**src/rtl/core_sequencer_pkg.sv**
```systemverilog
// Shared types and constants for the multi-cycle instruction sequencer.
package core_sequencer_pkg;

   localparam int unsigned INSTR_WIDTH = 32;
   localparam int unsigned CAUSE_WIDTH = 2;

   typedef enum logic [2:0] {
      RESET_S,
      FETCH,
      DECODE,
      EXECUTE,
      MEM,
      WRITEBACK,
      TRAP
   } seqState_t;

   typedef enum logic [CAUSE_WIDTH-1:0] {
      CAUSE_NONE       = 2'd0,
      CAUSE_ILLEGAL    = 2'd1,
      CAUSE_MISALIGNED = 2'd2,
      CAUSE_TIMEOUT    = 2'd3
   } trapCause_t;

   // addi x0, x0, 0
   localparam logic [INSTR_WIDTH-1:0] NOP_INSTR = 32'h0000_0013;

endpackage

```
**src/rtl/core_sequencer_wait_timer.sv**
```systemverilog
// Saturating wait counter; hit flags the cycle in which an enabled count reaches LIMIT.
module core_sequencer_wait_timer #(
   parameter int unsigned LIMIT = 255
) (
   input  logic clk,
   input  logic rst_n,
   input  logic clr,
   input  logic en,
   output logic hit
);

   localparam int unsigned CW = $clog2(LIMIT + 1);
   localparam logic [CW-1:0] LAST = CW'(LIMIT - 1);
   localparam logic [CW-1:0] MAX  = CW'(LIMIT);

   logic [CW-1:0] count;

   always_ff @(posedge clk or negedge rst_n) begin
      if (!rst_n) begin
         count <= '0;
      end else if (clr) begin
         count <= '0;
      end else if (en && (count != MAX)) begin
         count <= count + CW'(1);
      end
   end

   // Look-ahead: this enabled cycle is the LIMIT-th one spent waiting.
   assign hit = en & (count >= LAST);

endmodule

```
**src/rtl/core_sequencer.sv**
```systemverilog
// Multi-cycle sequencer: owns PC and instruction register, steps FETCH..WRITEBACK over
// handshaked memories, and traps on illegal opcodes, misaligned branches and memory timeouts.
module core_sequencer
   import core_sequencer_pkg::*;
#(
   parameter int unsigned REG_DATA_WIDTH_POW = 6,
   parameter logic [63:0] RESET_PC           = 64'h0,
   parameter int unsigned MEM_TIMEOUT        = 255,
   localparam int unsigned W                 = 1 << REG_DATA_WIDTH_POW
) (
   input  logic                   clk_in,
   input  logic                   reset,
   output logic                   imem_req_out,
   output logic [W-1:0]           imem_addr_out,
   input  logic                   imem_valid_in,
   input  logic [INSTR_WIDTH-1:0] imem_instr_in,
   output logic [INSTR_WIDTH-1:0] instr_out,
   output logic [W-1:0]           pc_out,
   input  logic                   illegal_in,
   input  logic                   memRead_in,
   input  logic                   memWrite_in,
   input  logic                   regWrite_in,
   input  logic                   branchCtrl_in,
   input  logic                   zeroFlag_in,
   input  logic [W-1:0]           branchTarget_in,
   output logic                   dmem_req_out,
   output logic                   dmem_we_out,
   input  logic                   dmem_valid_in,
   output logic                   regWrite_out,
   output logic                   retire_out,
   output logic                   trap_out,
   output logic [CAUSE_WIDTH-1:0] trapCause_out
);

   seqState_t              state, state_d;
   trapCause_t             cause_q, cause_d;
   logic [W-1:0]           pc_d;
   logic [INSTR_WIDTH-1:0] instr_d;
   logic                   trap_d;
   logic                   taken, misaligned;
   logic                   timer_en, timer_clr, timer_hit;

   assign taken         = branchCtrl_in & zeroFlag_in;
   assign misaligned    = |branchTarget_in[1:0];
   assign imem_addr_out = pc_out;
   assign trapCause_out = cause_q;

   // Waiting means sitting in a memory state with no response this cycle.
   assign timer_en  = ((state == FETCH) & ~imem_valid_in) | ((state == MEM) & ~dmem_valid_in);
   assign timer_clr = (state_d != state);

   core_sequencer_wait_timer #(
      .LIMIT(MEM_TIMEOUT)
   ) u_wait_timer (
      .clk  (clk_in),
      .rst_n(reset),
      .clr  (timer_clr),
      .en   (timer_en),
      .hit  (timer_hit)
   );

   always_ff @(posedge clk_in or negedge reset) begin
      if (!reset) begin
         state     <= RESET_S;
         pc_out    <= W'(RESET_PC);
         instr_out <= NOP_INSTR;
         trap_out  <= 1'b0;
         cause_q   <= CAUSE_NONE;
      end else begin
         state     <= state_d;
         pc_out    <= pc_d;
         instr_out <= instr_d;
         trap_out  <= trap_d;
         cause_q   <= cause_d;
      end
   end

   always_comb begin
      state_d      = state;
      pc_d         = pc_out;
      instr_d      = instr_out;
      trap_d       = trap_out;
      cause_d      = cause_q;
      imem_req_out = 1'b0;
      dmem_req_out = 1'b0;
      dmem_we_out  = 1'b0;
      regWrite_out = 1'b0;
      retire_out   = 1'b0;

      case (state)
         RESET_S: state_d = FETCH;
         FETCH: begin
            imem_req_out = 1'b1;
            if (imem_valid_in) begin
               instr_d = imem_instr_in;
               state_d = DECODE;
            end else if (timer_hit) begin
               state_d = TRAP;
               trap_d  = 1'b1;
               cause_d = CAUSE_TIMEOUT;
            end
         end
         DECODE: begin
            if (illegal_in) begin
               state_d = TRAP;
               trap_d  = 1'b1;
               cause_d = CAUSE_ILLEGAL;
            end else begin
               state_d = EXECUTE;
            end
         end
         EXECUTE: state_d = (memRead_in | memWrite_in) ? MEM : WRITEBACK;
         MEM: begin
            // A combined read+write request is treated as a write.
            dmem_req_out = 1'b1;
            dmem_we_out  = memWrite_in;
            if (dmem_valid_in) begin
               state_d = WRITEBACK;
            end else if (timer_hit) begin
               state_d = TRAP;
               trap_d  = 1'b1;
               cause_d = CAUSE_TIMEOUT;
            end
         end
         WRITEBACK: begin
            if (taken && misaligned) begin
               state_d = TRAP;
               trap_d  = 1'b1;
               cause_d = CAUSE_MISALIGNED;
            end else begin
               state_d      = FETCH;
               retire_out   = 1'b1;
               regWrite_out = regWrite_in;
               pc_d         = taken ? branchTarget_in : pc_out + W'(4);
            end
         end
         TRAP: state_d = TRAP;
         default: state_d = RESET_S;
      endcase
   end

endmodule

```
**config.mk**
```make
export PLATFORM = sky130hd
export DESIGN_NAME = core_sequencer
export DESIGN_NICKNAME = d
export VERILOG_FILES = /design/src/rtl/core_sequencer_pkg.sv /design/src/rtl/core_sequencer_wait_timer.sv /design/src/rtl/core_sequencer.sv
export SDC_FILE = /design/constraint.sdc
export NUM_CORES = 1
export LEC_CHECK = 0
export ABC_AREA = 1
export BUFFER_PORTS_ARGS = -buffer_cell sky130_fd_sc_hd__buf_2
export CAP_MARGIN = 20
export CORE_MARGIN = 5
export CORE_UTILIZATION = 51
export DETAILED_ROUTE_END_ITERATION = 10
export PLACE_DENSITY = 0.78
export REMOVE_ABC_BUFFERS = 1
export SYNTH_ARGS = -nofsm -noshare
export SYNTH_HDL_FRONTEND = slang
export SYNTH_HIERARCHICAL = 1
export SYNTH_SLANG_ARGS = --single-unit
```
**constraint.sdc**
```tcl
create_clock -name clk_in -period 3.11 [get_ports clk_in]
set_clock_uncertainty 0.2 [all_clocks]
set_input_delay 0.933 -clock clk_in [delete_from_list [all_inputs] [get_ports clk_in]]
set_output_delay 0.933 -clock clk_in [all_outputs]
set_load 0.02 [all_outputs]
```
==> results of run 1 <==
==> stage by stage <==
stage	setup TNS, ns	worst slack, ns	std cells	hold WS, ns
2_1_floorplan	-133.11	-2.77	1080	0.290
3_3_place_gp	-1.13	-0.167	1556	0.249
3_5_place_dp	-2.34	-0.320	1556	0.248
4_1_cts	0	0.0618	1572	0.276
5_1_grt	-0.166	-0.0381	1572	0.329
6_report	0	0.181	1573	0.273
==> report_power, final <==
part	leakage (nW)	switching, mW	internal [mW]
combinational	3.43	3.30	1.71
sequential	1.31	0.985	2.11
clock	0.156	0.654	0.597
==> area by class of cell <==
cell class | count | area (um^2)
Clock buffer | 9 | 225
Inverter | 126 | 480
Fill cell | 1435 | 5820
Sequential cell | 110 | 2760
Clock inverter | 7 | 98.8
Multi-Input combinational cell | 844 | 3940
Timing Repair Buffer | 288 | 1530
Tap cell | 188 | 235
Antenna cell | 1 | 2.50
==> how the worst max path moves through the flow <==
stage / start / endpoint / depth (start not counted)
after floorplan: zeroFlag_in / regWrite_out / 5
after global placement: imem_valid_in / u_wait_timer/count[3] / 18
after detailed placement: imem_valid_in / u_wait_timer/count[7] / 18
after CTS: imem_valid_in / u_wait_timer/count[1] / 18
after global routing: imem_valid_in / u_wait_timer/count[2] / 20
final: branchTarget_in[0] / retire_out / 6
==> repair_timing <==
item,4_1_cts,5_1_grt
setup buffers,0,0
setup endpoints to repair,0,8
resized for setup,0,3
==> worst reg2reg max path, stage by stage, from the launching register on <==
cell and delay, ns:
dfrtp_1 0.45, inv_2 0.12, nand2_2 0.09, nor3_2 0.21, o21bai_1 0.18, inv_1 0.09, nor2_1 0.11, o21ai_1 0.08
nor3_2 0.16, inv_1 0.10, a22oi_1 0.23, nand3_1 0.13, nand2_1 0.08, nand2_1 0.05, nand3_1 0.14, inv_4 0.07
nand2_4 0.10, clkinv_4 0.07, nand2_1 0.05, nand2_1 0.05
==> per-layer routing <==
layer | share of wire [%] | up-vias | track usage, %
met5 | 0.11 | - | 0
met4 | 3.1 | 4 | 10.3
li1 | - | 4051 | -
met1 | 41 | 3782 | 33.8
met2 | 47 | 352 | 44.8
met3 | 8.8 | 52 | 6.27
==> layout by cell type, fill, tap and decap left out, types with 3 or more instances in the layout <==
cell type    n
o21ai_0     53
buf_12       4
o21bai_1     7
nand2_4      3
a21oi_1     35
inv_2        4
buf_2      272
nand3_1     77
or2_2        5
nor2_4       6
dfstp_2      3
nor2_2      10
ha_1         3
dfrtp_1    107
inv_12       3
clkbuf_16    9
inv_1      119
xor2_1       4
nand2_1    354
nor2_1     201
o22ai_1     11
nand2_2      8
mux2_2      32
buf_4       12
o21ai_1      7
nand4_1     13
==> cell families (layout without fill, tap and decap cells) <==
kind of cell,after synthesis,count (layout)
other cells,0,1
compound gates,120,120
buf+inv,221,430
fa+ha+maj,3,3
xor+xnor,4,4
mux,32,32
simple gates,685,685
flops,110,110
==> sequential cells by signal, indices dropped and copies added, names as in the netlist <==
name,cells
imem_addr_out,64
u_wait_timer/count,8
trap_out,1
trapCause_out,2
instr_out,32
state,3
==> flow_metrics.tcl, run 1 <==
set metrics [dict create \
    status "finished clean" \
    utilization_pct 61.4 \
    core-area_um2 15100 \
    syn_area_um2 7800 \
    crit_fanout 4 \
    synth_cell_types 38 \
    yosys.area_share.xor_xnor_pct 0.449 \
    ys_seq_area_share_pct 35.3 \
    die_area_um2 17900 \
    synthCells 1175 \
    synthSimpleGateAreaFrac_pct 36.3 \
    crit_slowest_cell "buf_2" \
    port-buffer-count 273 \
    nNetsFinal 1488 \
    period_needed_ns 2.93 \
    crit-reg2reg-launch "state[1]" \
    syn2layout_area_growth_pct 18.8 \
    crit_arrival_ns 1.80 \
    hold_depth 2 \
    grt_max_degree 121 \
    cts_num_sinks 110 \
    yosys-top-cells-area "dfrtp_1, nand2_1, nor2_1" \
    clk_latency_ns 0.37 \
    io_pins 274 \
    setup_viol 0 \
    slowest_delay_ns 0.19 \
    worstSetupPathType "in2out" \
    routedWlPerCell_um 15.5 \
    routed_via_density 5.24 \
    grt_first_pass_wirelength_mm 38.6 \
    power_mw 9.35 \
    r2r_end "u_wait_timer/count[1]" \
    drc 0 \
    yosys.area_share.adder_pct 0.481 \
    cts.reportedPaths.clkPinSlew_ns 0.09 \
    yosys_register_bits 110 \
    maxCapViolCount 0 \
    rows 45 \
    r2r_cells 19 \
    synth_compound_area_share_pct 8.33 \
    dp_hpwl_mm 18.9 \
    synth_top_family_by_area "simple AND/OR/NAND/NOR gates" \
    dieWidth_um 134 \
    hold_buffers 0 \
    yosys-top-cells-count "nand2_1, nor2_1, inv_1" \
    path_cells "buf_2 > nor2_1 > nor2_1 > nor2_4 > buf_4 > buf_2" \
    die_height_um 134 \
    synth_warnings 6 \
    place_area_um2 8930 \
    hold_viol 0 \
    synthArstFlopShare_pct 100 \
    synth.most_common_cell "nand2_1" \
    drt_iter0_markers 671 \
    power.density_nw_per_um2 1010 \
    wl_mm 24.4 \
    antenna_found_initial 2 \
    first_pass_iters 5 \
    muxShareOfSynthArea_pct 4.62 \
    hp-class "reg2reg" \
    synth_top_area_share_pct 34.3 \
    cts_buffers 9 \
    critPathTopFamily "buffers and inverters" \
    worstPathBufferInverterCount 3 \
    clock.fmax_mhz 341 \
    root_buffer "clkbuf_16" \
    cts_tree "built" \
    routabilityCongestion 0.950 \
    worstSetupEndpointType "output pin" \
    hold_path_startpoint "trap_out" \
    start_util_pct 51.7 \
    htreeDepth 3 \
    ys.flop_type "dfrtp_1" \
    num_vias 8241 \
    fin_crit_sh_pct 94.2 \
    hold_end "trap_out" \
    final_cell_area_um2 9270 \
    drv_slew 0 \
    peakVddDrop_v 0.000610 \
    cp-start-kind "primary input" \
    clockBufferDepth 2 \
    layout-drive-gt1-share_pct 27.5 \
    avgSynthCellArea_um2 6.64 \
    regToRegSetupSlack_ns 0.25 \
    p_leak_nw 4.89 \
    grtUsageTotal_pct 26.8 \
    final_antenna_net_count 0 \
    worstMarginPinSlew_ns 0.503 \
    max-slew-margin-rel_pct 66.4 \
    grt_pass1_vias 7724 \
    synth_area_leader_cell "dfrtp_1" \
    cp.required_ns 1.98 \
    synth_edf_count 0 \
    grt-ovfl-total 0 \
]
(Power assumes the default switching activity.)
==> inputs of run 2 (changes only) <==
--- a/config.mk
+++ b/config.mk
@@ -9,9 +9,9 @@
 export BUFFER_PORTS_ARGS = -buffer_cell sky130_fd_sc_hd__buf_2
 export CAP_MARGIN = 20
 export CORE_MARGIN = 5
-export CORE_UTILIZATION = 51
+export CORE_UTILIZATION = 46
 export DETAILED_ROUTE_END_ITERATION = 10
-export PLACE_DENSITY = 0.78
+export PLACE_DENSITY = 0.74
 export REMOVE_ABC_BUFFERS = 1
 export SYNTH_ARGS = -nofsm -noshare
 export SYNTH_HDL_FRONTEND = slang
==> constraint.sdc (replaced) <==
create_clock -name clk_in -period 2.5 [get_ports clk_in]
set_clock_uncertainty 0.2 [all_clocks]
set_input_delay 0.75 -clock clk_in [delete_from_list [all_inputs] [get_ports clk_in]]
set_output_delay 0.75 -clock clk_in [all_outputs]
set_load 0.02 [all_outputs]
==> run 2 against run 1 <==
The flow now finishes with violations (negative setup slack); critical path depth up 2; final cell count up 4.1%; count of clock-buffer cells in the layout is the same; total power rose by 28%; register-to-register slack got worse by 0.32 ns; via count grew 1.4%; die area is 10% higher; worst setup slack got worse by 0.27 ns; utilization fell by 3.2 points; critical path type is now reg2out.
==> flow_metrics.tcl, run 2 (same netlist as run 1, synthesis figures left out) <==
set metrics [dict create \
    htreeDepth 3 \
    core-area_um2 16600 \
    worstSetupEndpointType "output pin" \
    violations "negative setup slack" \
    rsz0062_at_grt "true" \
    clock.fmax_mhz 386 \
    die_area_um2 19700 \
    die_height_um 140 \
    drt_iter0_markers 641 \
    fin_ws_ns -0.0903 \
    dp_hpwl_mm 20.0 \
    crit_fanout 5 \
    fin_crit_sh_pct 104 \
    syn2layout_area_growth_pct 23.7 \
    worstMarginPinSlew_ns 0.470 \
    num_vias 8356 \
    grt_first_pass_wirelength_mm 40.7 \
    final_common_cell "nand2_1" \
    worstSetupPathType "reg2out" \
    dieWidth_um 140 \
    status "finished with violations" \
    hold_buffers 0 \
    grt-ovfl-total 0 \
    first_pass_iters 5 \
    largest_reg_flops 64 \
    clockBufferDepth 2 \
    utilization_pct 58.2 \
    period_needed_ns 2.59 \
    final_cell_mix "nand2_1, buf_2, nor2_1, inv_1, dfrtp_1" \
    port-buffer-count 273 \
    final_antenna_net_count 0 \
    hold_viol 0 \
    grt_max_degree 57 \
    maxCapViolCount 0 \
    drc 0 \
    crit_arrival_ns 1.64 \
    routed_via_density 5.10 \
    rows 47 \
    cts.reportedPaths.clkPinSlew_ns 0.08 \
    cp.required_ns 1.55 \
    grt_pass1_vias 7957 \
    p_leak_nw 5.06 \
    io_pins 274 \
    clk_latency_ns 0.36 \
    hp-class "in2async" \
    root_buffer "clkbuf_16" \
    cts_num_sinks 110 \
    layout-drive-gt1-share_pct 30.2 \
    routabilityCongestion 0.968 \
    start_util_pct 47.0 \
    final_cell_area_um2 9650 \
    wl_mm 25.3 \
    setup_viol 9 \
    cts_tree "built" \
    routedWlPerCell_um 15.5 \
    antenna_found_initial 3 \
    max-slew-margin-rel_pct 68.5 \
    drv_slew 0 \
    grtUsageTotal_pct 25.2 \
    peakVddDrop_v 0.000717 \
    cts_buffers 9 \
    power.density_nw_per_um2 1240 \
    place_area_um2 9160 \
    cp-start-kind "flip-flop" \
    place_ws_ns -0.580 \
    nNetsFinal 1521 \
]
## run 2: cell count changes in the layout (fill, tap and decap cells not counted), moves of 2 or more
cell,previous run,this run
nand2_2,8,11
nor2_1,201,197
inv_1,119,117
nor2_4,6,9
buf_6,0,5
inv_12,3,0
nand2_1,354,350
buf_4,12,43
buf_2,272,269
## run 2: through the flow
stage	hold WS [ns]	std cells	TNS [ns]	power, mW
after CTS	0.0863	1633	-0.971	11.8
after floorplan	0.254	1080	-166.91	7.54
final	0.0934	1638	-0.577	12.0
after global routing	0.0910	1637	-2.53	12.8
after global placement	0.250	1614	-4.59	10.1
after detailed placement	0.250	1614	-6.79	10.2
## run 2: layout make-up
type / count / area (um^2)
inverter: 126 / 483
multi-input combinational: 844 / 4020
clock buffer: 9 / 225
timing repair buffer: 321 / 1810
clock inverter: 7 / 86.3
fill: 1655 / 6930
antenna: 1 / 2.50
sequential: 110 / 2760
tap: 220 / 275
## run 2: worst max-delay path: stages, from the launching register on
cell	delay, ns
dfrtp_1	0.46
buf_6	0.15
inv_2	0.07
nor2_4	0.12
inv_2	0.06
nor2_4	0.13
inv_4	0.07
nor2_4	0.10
buf_6	0.13
## run 2: power breakdown
group | switching [mW] | leakage (nW) | internal [mW]
registers | 1.18 | 1.31 | 2.62
logic | 4.25 | 3.60 | 2.39
clock network | 0.786 | 0.151 | 0.722
total | 6.21 | 5.06 | 5.74
## run 2: layer usage
metal  share of wire [%]  vias to the layer above  track usage (%)
met5                0.13                        -                0
met4                 2.6                        6             7.29
met3                 9.1                       53             6.20
met2                  48                      373             43.1
met1                  41                     3816             31.6
li1                    -                     4108                -
## run 2: final timing paths
path	end	depth (start not counted)	slack (ns)	start
setup reg to reg	u_wait_timer/count[2]	21	-0.07	state[1]
hold / removal	imem_addr_out[39]	1	0.09	reset
min in group clk_in	trap_out	2	0.28	trap_out
hold reg to reg	trap_out	2	0.28	trap_out
max in group asynchronous	instr_out[0]	2	1.35	reset
setup / recovery	regWrite_out	8	-0.09	state[2]
## run 2: timing repair
item,4_1_cts,5_1_grt
pin swaps,2,15
gates resized for setup,9,24
endpoints found under the setup margin,10,10
buffers inserted,3,5
==> inputs of run 3 (changes only) <==
--- a/config.mk
+++ b/config.mk
@@ -11,6 +11,7 @@
 export CORE_MARGIN = 5
 export CORE_UTILIZATION = 46
 export DETAILED_ROUTE_END_ITERATION = 10
+export MAX_ROUTING_LAYER = met4
 export PLACE_DENSITY = 0.74
 export REMOVE_ABC_BUFFERS = 1
 export SYNTH_ARGS = -nofsm -noshare
==> run 3 against run 2 <==
The run still ends with negative setup slack left; sequential share of layout area shrank 0.69 points; combinational power grew 3.5%; final cell count grew 1.5%; hold slack better by 0.062 ns; count of clock-buffer cells in the layout did not move; via count grew 0.49%; worst setup slack got worse by 0.074 ns; first-iteration DRC count is 0.62% lower; largest cell class unchanged; highest routed layer is now met4.
==> flow_metrics.tcl, run 3 (same netlist as run 1, synthesis figures left out) <==
set metrics [dict create \
    cp_common_cell "nor2_4" \
    dp.cells 1615 \
    p_leak_nw 5.18 \
    layout-drive-gt1-share_pct 31.7 \
    hp-class "in2async" \
    maxCapViolCount 0 \
    power.density_nw_per_um2 1240 \
    max-slew-margin-rel_pct 61.3 \
    routedWlPerCell_um 15.8 \
    largest_reg_flops 64 \
    period_needed_ns 2.66 \
    grt_first_pass_wirelength_mm 41.2 \
    rsz0062_at_grt "true" \
    clockBufferDepth 2 \
    hold_viol 0 \
    nNetsFinal 1543 \
    violations "negative setup slack" \
    grt-ovfl-total 0 \
    final_antenna_net_count 0 \
    crit-reg2reg-launch "state[1]" \
    cp-start-kind "flip-flop" \
    fill_cells 1604 \
    final_cell_count_no_fill 1663 \
    crit_slowest_cell "dfrtp_1" \
    die_height_um 140 \
    syn2layout_area_growth_pct 26.8 \
    startpoint "state[1]" \
    crit_arrival_ns 1.71 \
    multiInputGateArea_um2 4050 \
    final_cell_mix "nand2_1, buf_2, nor2_1, inv_1, dfrtp_1" \
    path_cells "inv_2 > nand2_4 > buf_4 > buf_6 > nor2_4 > inv_2 > nor2_4 > inv_4 > nor2_4 > buf_6" \
    clkPwrFrac_pct 12.9 \
    start_util_pct 47.0 \
    cts_buffers 9 \
    internal_power_mw 5.90 \
    drv_slew 0 \
    seq_power_share_pct 31.1 \
    status "finished with violations" \
    htreeDepth 3 \
    cts_tree "built" \
    drt_iter0_markers 637 \
    grt_pass1_vias 8002 \
    port-buffer-count 273 \
    fin_ws_ns -0.164 \
    grtUsageTotal_pct 26.6 \
    routed_via_density 5.05 \
    final_common_cell "nand2_1" \
    num_vias 8397 \
    combPwrFrac_pct 56.0 \
    clk_latency_ns 0.37 \
    cp.required_ns 1.55 \
    antenna_found_initial 4 \
    worstMarginPinSlew_ns 0.580 \
    timing.hold.ws_ns 0.155 \
    core-area_um2 16600 \
    io_pins 274 \
    crit_fanout 3 \
    worstSetupPathType "reg2out" \
    p_switching_mw 6.37 \
    rows 47 \
    cts.reportedPaths.clkPinSlew_ns 0.09 \
    setup_viol 12 \
    dieWidth_um 140 \
    worstSetupEndpointType "output pin" \
    routabilityCongestion 0.957 \
    wl_mm 26.2 \
    clock.fmax_mhz 375 \
    dp_hpwl_mm 20.3 \
    seq_area_um2 2760 \
    die_area_um2 19700 \
    slowest_delay_ns 0.40 \
    drc 0 \
    peakVddDrop_v 0.000784 \
    grt_max_degree 60 \
    switching_share_pct 51.9 \
    root_buffer "clkbuf_16" \
    fin_crit_sh_pct 107 \
    cts_num_sinks 110 \
    first_pass_iters 6 \
]
run 3: cell type report:
cell class	instances	area share, %
clock inverter	7	1.05
clock buffer	9	2.28
tap	220	2.78
antenna	4	0.101
inverter	126	4.88
sequential	110	27.9
timing repair buffer	343	20.1
multi-input combinational	844	41.0
run 3: stage by stage:
| step | power, mW | setup slack, ns | area (um^2) | util (%) | setup TNS, ns |
|---|---|---|---|---|---|
| finish | 12.3 | -0.164 | 9890 | 59.6 | -0.752 |
| floorplan | 7.54 | -3.02 | 7150 | - | -166.91 |
| global route | 13.1 | -0.265 | 9890 | 59.6 | -2.56 |
| detailed placement | 10.3 | -0.562 | 9170 | 55.3 | -6.36 |
| CTS | 12.1 | -0.0690 | 9720 | 58.6 | -0.451 |
| global placement | 10.1 | -0.460 | 9170 | 55.3 | -4.85 |
run 3: worst max-delay path, delay by kind of cell (launching register included):
kind	cells	cell delay, ns
buf+inv	6	0.60
flops	1	0.40
simple gates	4	0.35
run 3: power by group through the flow:
stage / Clock, mW / Sequential (mW) / Combinational, mW
finish: 1.58 / 3.82 / 6.87
CTS: 1.61 / 3.80 / 6.70
global placement: 0 / 3.79 / 6.36
floorplan: 0 / 5.14 / 2.40
detailed placement: 0 / 3.82 / 6.43
global route: 1.68 / 3.96 / 7.45
run 3: per-layer routing:
layer	vias to the layer above	share of wire [%]	global-route usage (%)
li1	4165	-	-
met1	3846	41	33.1
met2	346	49	44.6
met3	40	8.0	4.74
met4	0	2.1	7.60
met5	-	0	-
run 3: timing repair:
| item | 4_1_cts | 5_1_grt |
|---|---|---|
| pin swaps | 14 | 13 |
| endpoints found under the setup margin | 10 | 15 |
| hold buffers | 0 | 0 |
| setup buffers | 22 | 7 |
| gates resized for setup | 17 | 30 |
run 3: worst paths after layout:
check                      slack (ns)  depth (start not counted)                    end
max                             -0.16                         10           regWrite_out
min                              0.16                          1      imem_addr_out[46]
max reg2reg                     -0.07                         21  u_wait_timer/count[7]
min reg2reg                      0.30                          2               trap_out
max in group asynchronous        1.24                          2           instr_out[0]
min in group clk_in              0.30                          2               trap_out
